<file path="src/rtl/fetch_arbiter.sv">
// Round-robin arbiter that hands the single tile-fetch engine to one of three
// requesters (weights, bias, inputs) and guards each fetch with a watchdog.
module fetch_arbiter #(
    parameter int                   TIMEOUT_W   = 16,
    parameter logic [TIMEOUT_W-1:0] TIMEOUT_MAX = 16'hFFFF,
    parameter logic [2:0]           SEL_W       = 3'd0,
    parameter logic [2:0]           SEL_B       = 3'd1,
    parameter logic [2:0]           SEL_I       = 3'd2
) (
    input  logic       clk,
    input  logic       rst,
    input  logic [2:0] req,
    input  logic [2:0] req_tiles_ctrl,
    input  logic [2:0] req_rst_addr,
    input  logic       fetch_done,
    input  logic       err_clr,
    output logic [2:0] grant,
    output logic [2:0] done,
    output logic       start_fetch,
    output logic       reset_addr_counter,
    output logic [2:0] Buffer_Select,
    output logic       Tiles_Control,
    output logic       busy,
    output logic       timeout_err
);

    typedef enum logic [1:0] {
        IDLE  = 2'd0,
        ISSUE = 2'd1,
        WAIT  = 2'd2,
        DONE  = 2'd3
    } state_t;

    localparam logic [TIMEOUT_W-1:0] WD_ZERO = {TIMEOUT_W{1'b0}};
    localparam logic [TIMEOUT_W-1:0] WD_ONE  = {{(TIMEOUT_W-1){1'b0}}, 1'b1};
    // Last WAIT cycle: the counter reaches TIMEOUT_MAX on the following edge.
    localparam logic [TIMEOUT_W-1:0] WD_LAST = TIMEOUT_MAX - WD_ONE;

    state_t               state_r, state_next_s;
    logic [1:0]           rr_ptr_r, rr_ptr_next_s;
    logic [TIMEOUT_W-1:0] wd_r, wd_next_s;
    logic [2:0]           grant_r, grant_next_s;
    logic [2:0]           done_r, done_next_s;
    logic                 start_fetch_r, start_fetch_next_s;
    logic                 rac_r, rac_next_s;
    logic [2:0]           bsel_r, bsel_next_s;
    logic                 tiles_r, tiles_next_s;
    logic                 busy_r, busy_next_s;
    logic                 terr_r, terr_next_s;

    logic [1:0]           cand0_s, cand1_s, cand2_s;
    logic [1:0]           win_idx_s;
    logic                 win_valid_s;

    function automatic logic [1:0] inc_mod3(input logic [1:0] v);
        case (v)
            2'd0:    return 2'd1;
            2'd1:    return 2'd2;
            default: return 2'd0;
        endcase
    endfunction

    function automatic logic [2:0] onehot3(input logic [1:0] idx);
        case (idx)
            2'd0:    return 3'b001;
            2'd1:    return 3'b010;
            2'd2:    return 3'b100;
            default: return 3'b000;
        endcase
    endfunction

    function automatic logic [2:0] buf_code(input logic [1:0] idx);
        case (idx)
            2'd0:    return SEL_W;
            2'd1:    return SEL_B;
            2'd2:    return SEL_I;
            default: return SEL_W;
        endcase
    endfunction

    // Round-robin search starting at rr_ptr; a corrupted pointer folds back to 0.
    always_comb begin
        cand0_s     = (rr_ptr_r == 2'd3) ? 2'd0 : rr_ptr_r;
        cand1_s     = inc_mod3(cand0_s);
        cand2_s     = inc_mod3(cand1_s);
        win_valid_s = 1'b1;
        win_idx_s   = cand0_s;
        if (req[cand0_s]) begin
            win_idx_s = cand0_s;
        end else if (req[cand1_s]) begin
            win_idx_s = cand1_s;
        end else if (req[cand2_s]) begin
            win_idx_s = cand2_s;
        end else begin
            win_valid_s = 1'b0;
        end
    end

    // Next-state and next-output logic; pulses default low, held values default to current.
    always_comb begin
        state_next_s       = state_r;
        rr_ptr_next_s      = rr_ptr_r;
        wd_next_s          = wd_r;
        grant_next_s       = grant_r;
        done_next_s        = 3'b000;
        start_fetch_next_s = 1'b0;
        rac_next_s         = 1'b0;
        bsel_next_s        = bsel_r;
        tiles_next_s       = tiles_r;
        if (err_clr) begin
            terr_next_s = 1'b0;
        end else begin
            terr_next_s = terr_r;
        end

        case (state_r)
            IDLE: begin
                if (win_valid_s) begin
                    state_next_s       = ISSUE;
                    grant_next_s       = onehot3(win_idx_s);
                    bsel_next_s        = buf_code(win_idx_s);
                    tiles_next_s       = req_tiles_ctrl[win_idx_s];
                    rac_next_s         = req_rst_addr[win_idx_s];
                    start_fetch_next_s = 1'b1;
                    rr_ptr_next_s      = inc_mod3(win_idx_s);
                end else begin
                    state_next_s = IDLE;
                end
            end
            ISSUE: begin
                state_next_s = WAIT;
                wd_next_s    = WD_ZERO;
            end
            WAIT: begin
                // A completion in the final watchdog cycle still counts as normal.
                if (fetch_done) begin
                    state_next_s = DONE;
                    done_next_s  = grant_r;
                end else if (wd_r >= WD_LAST) begin
                    state_next_s = DONE;
                    done_next_s  = grant_r;
                    terr_next_s  = 1'b1;
                    wd_next_s    = TIMEOUT_MAX;
                end else begin
                    wd_next_s = (wd_r == TIMEOUT_MAX) ? wd_r : (wd_r + WD_ONE);
                end
            end
            DONE: begin
                state_next_s = IDLE;
                grant_next_s = 3'b000;
            end
            default: begin
                state_next_s = IDLE;
                grant_next_s = 3'b000;
            end
        endcase

        busy_next_s = (state_next_s != IDLE);
    end

    // State and output registers with synchronous reset.
    always_ff @(posedge clk) begin
        if (rst) begin
            state_r       <= IDLE;
            rr_ptr_r      <= 2'd0;
            wd_r          <= WD_ZERO;
            grant_r       <= 3'b000;
            done_r        <= 3'b000;
            start_fetch_r <= 1'b0;
            rac_r         <= 1'b0;
            bsel_r        <= SEL_W;
            tiles_r       <= 1'b0;
            busy_r        <= 1'b0;
            terr_r        <= 1'b0;
        end else begin
            state_r       <= state_next_s;
            rr_ptr_r      <= rr_ptr_next_s;
            wd_r          <= wd_next_s;
            grant_r       <= grant_next_s;
            done_r        <= done_next_s;
            start_fetch_r <= start_fetch_next_s;
            rac_r         <= rac_next_s;
            bsel_r        <= bsel_next_s;
            tiles_r       <= tiles_next_s;
            busy_r        <= busy_next_s;
            terr_r        <= terr_next_s;
        end
    end

    assign grant              = grant_r;
    assign done               = done_r;
    assign start_fetch        = start_fetch_r;
    assign reset_addr_counter = rac_r;
    assign Buffer_Select      = bsel_r;
    assign Tiles_Control      = tiles_r;
    assign busy               = busy_r;
    assign timeout_err        = terr_r;

endmodule

</file>
<file path="config.mk">
export PLATFORM = sky130hd
export DESIGN_NAME = fetch_arbiter
export DESIGN_NICKNAME = d
export VERILOG_FILES = /design/src/rtl/fetch_arbiter.sv
export SDC_FILE = /design/constraint.sdc
export NUM_CORES = 1
export LEC_CHECK = 0
export ABC_CLOCK_PERIOD_IN_PS = 2950
export CORE_MARGIN = 2
export CORE_UTILIZATION = 55
export CTS_BUF_LIST = sky130_fd_sc_hd__clkbuf_8
export DETAILED_ROUTE_END_ITERATION = 8
export PLACE_DENSITY_LB_ADDON = 0.15
export SLEW_MARGIN = 25
export SYNTH_ARGS = -nofsm -noshare
export SYNTH_HDL_FRONTEND = slang
export SYNTH_SLANG_ARGS = --single-unit
</file>
<file path="constraint.sdc">
create_clock -name clk -period 2.95 [get_ports clk]
set_input_delay 0.59 -clock clk [delete_from_list [all_inputs] [get_ports clk]]
set_output_delay 0.59 -clock clk [all_outputs]
set_load 0.03 [all_outputs]
</file>
Yosys cells after proc, flatten, opt, wreduce, memory -nomap -nowiden
Cells that the tools add are included.
Word-level totals
  bits of input ports: 13
  register bits: 34
  logic and storage cells: 84
Cells by class
  reductions and logical operators: 13
  magnitude comparators: 5
  equality and inequality tests: 12
  add/subtract/negate cells: 1
  bitwise operators: 3
  multiplexer cells: 39
Operator list (number)
  2-to-1 mux 16 bit: 3
  case mux 16 bit (2 select lines): 1
  adder 16 x 1 -> 16 bit (second input constant): 1
  equality test 16 bit (second input constant): 1
  greater-or-equal comparator 16 bit (second input constant): 1
  case mux 2 bit (2 select lines): 4
  2-to-1 mux 1 bit: 14
  less-than comparator 2 x 3 -> 1 bit (second input constant): 4
  2-to-1 mux 2 bit: 6
  binary-select mux 1 bit (select 2 bit): 5
  2-to-1 mux 3 bit: 3
  case mux 3 bit (3 select lines): 1
  equality test 2 x 1 -> 1 bit (second input constant): 4
  equality test 2 bit (second input constant): 4
  logical NOT 2 bit: 4
  case mux 2 bit (4 select lines): 1
  case mux 3 bit (2 select lines): 1
  nonzero test 2 bit: 3
  != test 2 bit (second input constant): 2
  AND reduction 2 bit: 2
  OR reduction 2 bit: 2
  != test 3 bit (second input constant): 1
  inverter 1 bit: 3
  AND reduction 3 bit: 1
  OR reduction 3 bit: 1

Logic depth before layout (Yosys ltp)
Gate-level depths: netlist of run 1.
  depth in word-level cells: 15
  depth in mapped cells: 8
  gate-level depth less buffers: 8

Least setup slack after synthesis of run 1
OpenSTA, ideal clock, no wires.
  path kind: register -> register
  start point: reg rr_ptr_r[1]
  end point: reg grant_r[1], in the netlist grant[1]
  path slack: 765 ps
  data arrival time: 2067 ps
  data required time: 2833 ps
  setup time: 117 ps
  stages on the path, launching flop included: 9
  path through: dfxtp_1 > inv_1 > ha_1 > nor2b_1 > o31a_1 > o41ai_4 > or2_2 > nor2_1 > a32o_1
On the way
  longest elaborated chain between the ends: 15
  elaborated cells between the ends (all ways): 28
  classes of those cells: eq/ne (6); mux (18); reduce/logical (4)
RTL lines
  start, declared: RTL line 40  | logic [1:0] rr_ptr_r, rr_ptr_next_s;
  start signal, assigned: RTL line 177  | rr_ptr_r <= rr_ptr_next_s;
  equality test 2 bit: RTL line 83  | cand0_s = (rr_ptr_r == 2'd3) ? 2'd0 : rr_ptr_r;
  2-to-1 mux 2 bit (*): RTL line 83
  equality test 2 x 1 -> 1 bit or logical NOT 2 bit (tied branches): RTL line 56  | case (v)
  case mux 2 bit (2 select lines): RTL line 56
  equality test 2 x 1 -> 1 bit or logical NOT 2 bit (tied branches): RTL line 56
  case mux 2 bit (2 select lines): RTL line 56
  binary-select mux 1 bit (select 2 bit): RTL line 92  | end else if (req[cand2_s]) begin
  2-to-1 mux 1 bit (not written as such): RTL line 92
  2-to-1 mux 2 bit: RTL line 92
  2-to-1 mux 2 bit: RTL line 90  | end else if (req[cand1_s]) begin
  2-to-1 mux 2 bit: RTL line 88  | if (req[cand0_s]) begin
  equality test 2 bit, or another cell as far along: RTL line 64  | case (idx)
  case mux 3 bit (3 select lines): RTL line 64
  2-to-1 mux 3 bit: RTL line 118  | if (win_valid_s) begin
  case mux 3 bit (2 select lines): RTL line 116  | case (state_r)
  end signal, assigned: RTL line 179  | grant_r <= grant_next_s;
  end, declared: RTL line 42  | logic [2:0] grant_r, grant_next_s;
Every way passes the cells marked *; elsewhere a longest branch is shown, timed or not. The select of a mux whose other input is x is not followed.
A chain may end at the register's enable or synchronous reset.

Worst setup path in the final report of run 1
Ends and elaborated chain as after synthesis.

==> flow_summary.json, run 1 <==
{
  "status": "finished, final reports clean",
  "fin_crit_ps": 2420,
  "synth_edf_count": 0,
  "grt_max_degree": 16,
  "overflow": 0,
  "hold_violations": 0,
  "start_util_pct": 58.4,
  "hold_buffers": 0,
  "placed_area_sq_um": 2250,
  "critPathMaxFanout": 9,
  "netlist_top_cells_area": "dfxtp_1 32%, ha_1 7.0%, o21ai_0 5.1%",
  "syn-cell-area_sq_um": 1980,
  "worstMarginPinSlew_ps": 702,
  "fmax_ghz": 0.413,
  "die_width_um": 64.0,
  "rr_startpoint": "rr_ptr_r[1]$_SDFFE_PP0P_",
  "cts_tree": "built",
  "layout-drive-gt1-share_pct": 8.61,
  "ys_seq_area_share_pct": 32.4,
  "dp_hpwl_um": 3060,
  "cap_violations": 0,
  "clock_latency_ps": 280,
  "cts_root_buf": "clkbuf_8",
  "clk_path_buf_depth": 2,
  "cts_resized": 0,
  "fin_area_sq_um": 2340,
  "ys_types": 54,
  "fp.coreArea_sq_um": 3390,
  "antenna_left": 0,
  "arrival_ps": 2590,
  "h-tree-depth": 2,
  "fin_skew_ps": 7.07,
  "synthAdderAreaFrac_pct": 6.95,
  "synth_compound_gate_area_share_pct": 26.2,
  "grt_pass1_wl_um": 7140,
  "required_ps": 3130,
  "rsz0062_at_grt": "false",
  "ys_top_cells_by_count": "32 x dfxtp_1, 20 x o21ai_0, 19 x nor2_1, 18 x a21oi_1, 17 x nand2_1",
  "areaGrowthSynthToFinish_pct": 18.3,
  "cp-startpoint": "rr_ptr_r[1]$_SDFFE_PP0P_",
  "grt_pass1_vias": 1583,
  "synth_top_area_share_pct": 32.4,
  "grt_use_total_pct": 22.0,
  "io_pins": 27,
  "min_path_type": "flip-flop to flip-flop",
  "min_from": "Buffer_Select[1]$_SDFFE_PP0P_",
  "yosys.cell_count.top_type": "dfxtp_1",
  "syn_area_per_cell_sq_um": 8.25,
  "clkSinkCount": 32,
  "post-cts-setup-buffer-count": 0,
  "endpoint_kind": "flip-flop",
  "final_max_slew_viol_count": 0,
  "antenna_found_initial": 0,
  "via_per_inst": 5.74,
  "cts.clk_slew.worst_paths_ps": 70,
  "port_buffers": 25,
  "dieArea_sq_um": 4090,
  "vias": 1798,
  "drtPass1Iterations": 4,
  "setup_violations": 0,
  "gp_congestion": 0.955,
  "rows": 21,
  "drc": 0,
  "max_slew_margin_pct": 53.2,
  "fin_crit_sh_pct": 82.0,
  "wire_per_inst_um": 13.0,
  "wl_um": 4070,
  "drt_iter0_drc": 117,
  "synth_top_family_by_area": "simple AND/OR/NAND/NOR gates",
  "synth_xor_area_share_pct": 0,
  "leakage_nw": 0.914,
  "numCtsBuffers": 5,
  "finalSetupTns_ps": 0,
  "synth_nets": 264,
  "fill_cells": 277,
  "cp-start-kind": "flip-flop",
  "die_y_um": 64.0,
  "path_class": "flip-flop to flip-flop",
  "ys_warn_count": 0,
  "synth_ff_type": "dfxtp_1",
  "synth-simple-area-share_pct": 27.7,
  "synthArstFlopShare_pct": 0,
  "layout.nets": 290,
  "peakVddDrop_mv": 0.541,
  "synth.largest_area_cell": "dfxtp_1",
  "antenna_cells": 0,
  "synthMuxAreaShare_pct": 1.52,
  "ys_seq_elements": 32,
  "syn_inst": 240,
  "p_per_area_nw_per_um2": 782
}
-- state kept, by name, indices dropped and copies added, names as in the netlist --
| name | cells |
|---|---|
| wd_r | 16 |
| done | 3 |
| reset_addr_counter | 1 |
| Buffer_Select | 1 |
| Tiles_Control | 1 |
| rr_ptr_r | 2 |
| start_fetch | 1 |
| grant | 3 |
| state_r | 2 |
| busy | 1 |
| timeout_err | 1 |
-- per-stage QoR --
step | worst slack (ps) | util (%) | power (mW) | cells | hold WS (ps)
floorplan | 765 | - | 1.25 | 240 | 447
global placement | 515 | 66.4 | 1.48 | 305 | 460
detailed placement | 460 | 66.4 | 1.49 | 305 | 465
CTS | 538 | 69.1 | 1.84 | 313 | 475
global route | 312 | 69.1 | 1.98 | 313 | 499
finish | 531 | 69.1 | 1.83 | 313 | 471
-- area by class of cell --
cell class / count / area (sq um) / share of cell area, %
Clock buffer: 6 / 82.6 / 3.53
Sequential cell: 32 / 641 / 27.4
Timing Repair Buffer: 26 / 258 / 11.0
Tap cell: 46 / 57.6 / 2.46
Multi-Input combinational cell: 186 / 1240 / 52.8
Clock inverter: 2 / 10.0 / 0.427
Inverter: 15 / 56.3 / 2.40
-- path summary, 6_finish.rpt --
check                             endpoint  cells after the start  slack, ps
max                  grant[1]$_SDFFE_PP0P_                      8        530
min          Buffer_Select[1]$_SDFFE_PP0P_                      2        470
max reg2reg          grant[1]$_SDFFE_PP0P_                      8        530
min reg2reg  Buffer_Select[1]$_SDFFE_PP0P_                      2        470
-- worst max-delay path, stage by stage (launching register included) --
cell	delay (ps)
dfxtp_1	410
inv_1	90
ha_1	380
nor2b_1	190
o31a_1	320
o41ai_4	410
or2_2	220
nor2_1	60
a32o_1	240
-- metal layers --
metal | track usage (%) | wire [um] | part of all wire (%)
met1 | 31.0 | 2060 | 51
met2 | 33.1 | 1770 | 43
met3 | 5.81 | 200 | 4.9
met4 | 5.98 | 36 | 0.89
met5 | 0 | 0 | 0
-- kinds of logic after synthesis --
logic type,count (synthesis)
adder cells (fa/ha/maj),11
multiplexers,3
buffers and inverters,22
AND/OR/NAND/NOR,95
AO/OA/AOI/OAI,76
flip-flops,32
other,1
-- cells in the final DEF, fill, tap and decap left out, types with 2 or more instances in the layout --
master / netlist / layout
dfxtp_1: 32 / 32
clkdlybuf4s50_1: 0 / 25
o21ai_0: 20 / 20
nor2_1: 19 / 19
a21oi_1: 18 / 18
nand2_1: 17 / 17
inv_1: 15 / 15
ha_1: 11 / 11
nor2b_1: 9 / 9
nand3_1: 9 / 9
a31oi_1: 6 / 6
and2_1: 6 / 6
or3_1: 6 / 6
clkbuf_8: 0 / 6
nand2b_1: 5 / 5
o21a_1: 4 / 4
and3_1: 4 / 4
mux2i_1: 3 / 3
o21ai_1: 3 / 3
a22o_1: 3 / 3
nand4_1: 3 / 3
a21o_1: 3 / 3
o22ai_1: 2 / 2
and4_1: 2 / 2
or4_4: 2 / 2
a221o_1: 2 / 2
o31ai_1: 2 / 2
nor3_1: 2 / 2
clkinv_2: 0 / 2
-- power by group --
part	internal (mW)	switching [mW]	total (mW)
clock network	0.186	0.155	0.340
logic	0.377	0.548	0.925
registers	0.507	0.0592	0.566
Power figures use the tool's default switching activity.
==> run 2, diff against run 1 <==
--- a/config.mk
+++ b/config.mk
@@ -5,9 +5,9 @@
 export SDC_FILE = /design/constraint.sdc
 export NUM_CORES = 1
 export LEC_CHECK = 0
-export ABC_CLOCK_PERIOD_IN_PS = 2950
+export ABC_CLOCK_PERIOD_IN_PS = 2000
 export CORE_MARGIN = 2
-export CORE_UTILIZATION = 55
+export CORE_UTILIZATION = 51
 export CTS_BUF_LIST = sky130_fd_sc_hd__clkbuf_8
 export DETAILED_ROUTE_END_ITERATION = 8
 export PLACE_DENSITY_LB_ADDON = 0.15
==> constraint.sdc (replaced) <==
create_clock -name clk -period 2 [get_ports clk]
set_input_delay 0.4 -clock clk [delete_from_list [all_inputs] [get_ports clk]]
set_output_delay 0.4 -clock clk [all_outputs]
set_load 0.03 [all_outputs]
==> flow_summary.json, run 2 (same netlist as run 1, synthesis figures left out) <==
{
  "status": "finished with violations",
  "violations": "negative setup slack",
  "cp-startpoint": "rr_ptr_r[1]$_SDFFE_PP0P_",
  "die_y_um": 66.3,
  "io_pins": 27,
  "arrival_ps": 2360,
  "largest_register_ffs": 16,
  "cts_root_buf": "clkbuf_8",
  "die_width_um": 66.3,
  "final_max_slew_viol_count": 0,
  "endpoint_kind": "flip-flop",
  "fp.coreArea_sq_um": 3690,
  "wire_per_inst_um": 16.7,
  "overflow": 0,
  "fin_crit_ps": 2180,
  "layout-drive-gt1-share_pct": 36.2,
  "clkPwrFrac_pct": 13.8,
  "antenna_left": 0,
  "r2r_slack_ps": -180,
  "fin_crit_sh_pct": 109,
  "clock_latency_ps": 290,
  "wl_um": 6260,
  "critPathMaxFanout": 6,
  "fill_cells": 235,
  "cts_tree": "built",
  "clkSinkCount": 32,
  "antenna_found_initial": 0,
  "numCtsBuffers": 5,
  "peakVddDrop_mv": 1.03,
  "hold_violations": 0,
  "via_per_inst": 5.74,
  "grt_use_total_pct": 25.4,
  "pwr-share-seq_pct": 22.6,
  "final-seq-area_sq_um": 652,
  "h-tree-depth": 2,
  "leakage_nw": 1.26,
  "vias": 2147,
  "holdPathEnd": "wd_r[5]$_SDFFE_PP0P_",
  "areaGrowthSynthToFinish_pct": 51.6,
  "antenna_cells": 0,
  "p_int_mw": 2.21,
  "comb_power_share_pct": 63.6,
  "mostFrequentLayoutCell": "buf_4",
  "setup_violations": 9,
  "required_ps": 2180,
  "cp-start-kind": "flip-flop",
  "start_util_pct": 53.7,
  "layout_setup_ws_ps": -185,
  "rr_startpoint": "rr_ptr_r[1]$_SDFFE_PP0P_",
  "dieArea_sq_um": 4400,
  "min_from": "wd_r[5]$_SDFFE_PP0P_",
  "layout_common_cells": "54 x buf_4, 27 x dfxtp_1, 25 x clkdlybuf4s50_1",
  "whs_path_depth": 1,
  "switching_share_pct": 41.3,
  "dp_hpwl_um": 3780,
  "reg2regPathDepth": 9,
  "drtPass1Iterations": 7,
  "rows": 22,
  "top_register": "wd_r",
  "port_buffers": 25,
  "postLayoutCoreUtil_pct": 81.3,
  "gp_congestion": 1.08,
  "grt_pass1_vias": 1879,
  "regToRegEndpoint": "reset_addr_counter$_SDFF_PP0_",
  "p_per_area_nw_per_um2": 1260,
  "p_switching_mw": 1.56,
  "fmax_ghz": 0.458,
  "cts.clk_slew.worst_paths_ps": 70,
  "layout.nets": 349,
  "fin_skew_ps": 7.01,
  "grt_max_degree": 20,
  "multi_input_area_sq_um": 1430,
  "grt_pass1_wl_um": 8610,
  "power_mw": 3.77,
  "path_class": "flip-flop to flip-flop",
  "drc": 0,
  "clk_path_buf_depth": 2,
  "cap_violations": 0,
  "hold_buffers": 0,
  "drt_iter0_drc": 207,
  "rsz0062_at_grt": "true",
  "min_path_type": "flip-flop to flip-flop"
}
-- run 2: metal layers --
metal	global-route usage [%]	share of wire, %	vias to the layer above
met5	0	0	-
met1	33.5	43	1012
met3	4.09	4.9	10
met2	42.5	49	86
li1	-	-	1039
met4	7.65	2.2	0
-- run 2: worst max path at each step --
stage / end / cells after the start
final: reset_addr_counter$_SDFF_PP0_ / 9
after global placement: grant[1]$_SDFFE_PP0P_ / 8
after floorplan: grant[1]$_SDFFE_PP0P_ / 8
after CTS: grant[1]$_SDFFE_PP0P_ / 8
after detailed placement: rr_ptr_r[0]$_SDFFE_PP0P_ / 6
after global routing: reset_addr_counter$_SDFF_PP0_ / 9
-- run 2: final cells by class --
| type | count | area share [%] |
|---|---|---|
| Sequential cell | 32 | 21.7 |
| Inverter | 15 | 1.96 |
| Multi-Input combinational cell | 187 | 47.5 |
| Clock inverter | 2 | 0.334 |
| Clock buffer | 6 | 2.75 |
| Tap cell | 48 | 2.00 |
| Timing Repair Buffer | 84 | 23.7 |
-- run 2: power groups by stage --
| stage | combinational (mW) | clock [mW] | sequential (mW) |
|---|---|---|---|
| final | 2.40 | 0.520 | 0.851 |
| after global routing | 2.54 | 0.544 | 0.860 |
| after floorplan | 0.960 | 0 | 0.971 |
| after detailed placement | 1.78 | 0 | 0.855 |
| after CTS | 1.96 | 0.524 | 0.846 |
| after global placement | 1.76 | 0 | 0.850 |
-- run 2: stage by stage --
step	setup TNS (ps)	hold WS (ps)	std cells	area, sq um	setup WS [ps]
after floorplan	-213	447	240	2020	-102
after global placement	-1760	464	356	2670	-165
after detailed placement	-2120	467	356	2670	-221
after CTS	-171	481	367	2860	-47.0
after global routing	-1860	509	374	3000	-257
final	-1020	488	374	3000	-185
-- run 2: critical path, stage by stage, from the launching register on --
cell	delay, ps
dfxtp_4	380
buf_4	130
ha_4	130
buf_6	120
mux2i_1	280
mux2i_1	320
o22ai_2	190
buf_4	190
and3_1	180
o21a_1	170
-- run 2: what timing repair did --
| action | 4_1_cts | 5_1_grt |
|---|---|---|
| resized for setup | 19 | 28 |
| pin swaps | 8 | 10 |
| setup endpoints to repair | 14 | 25 |
| setup buffers | 3 | 6 |
| cloned | 0 | 1 |
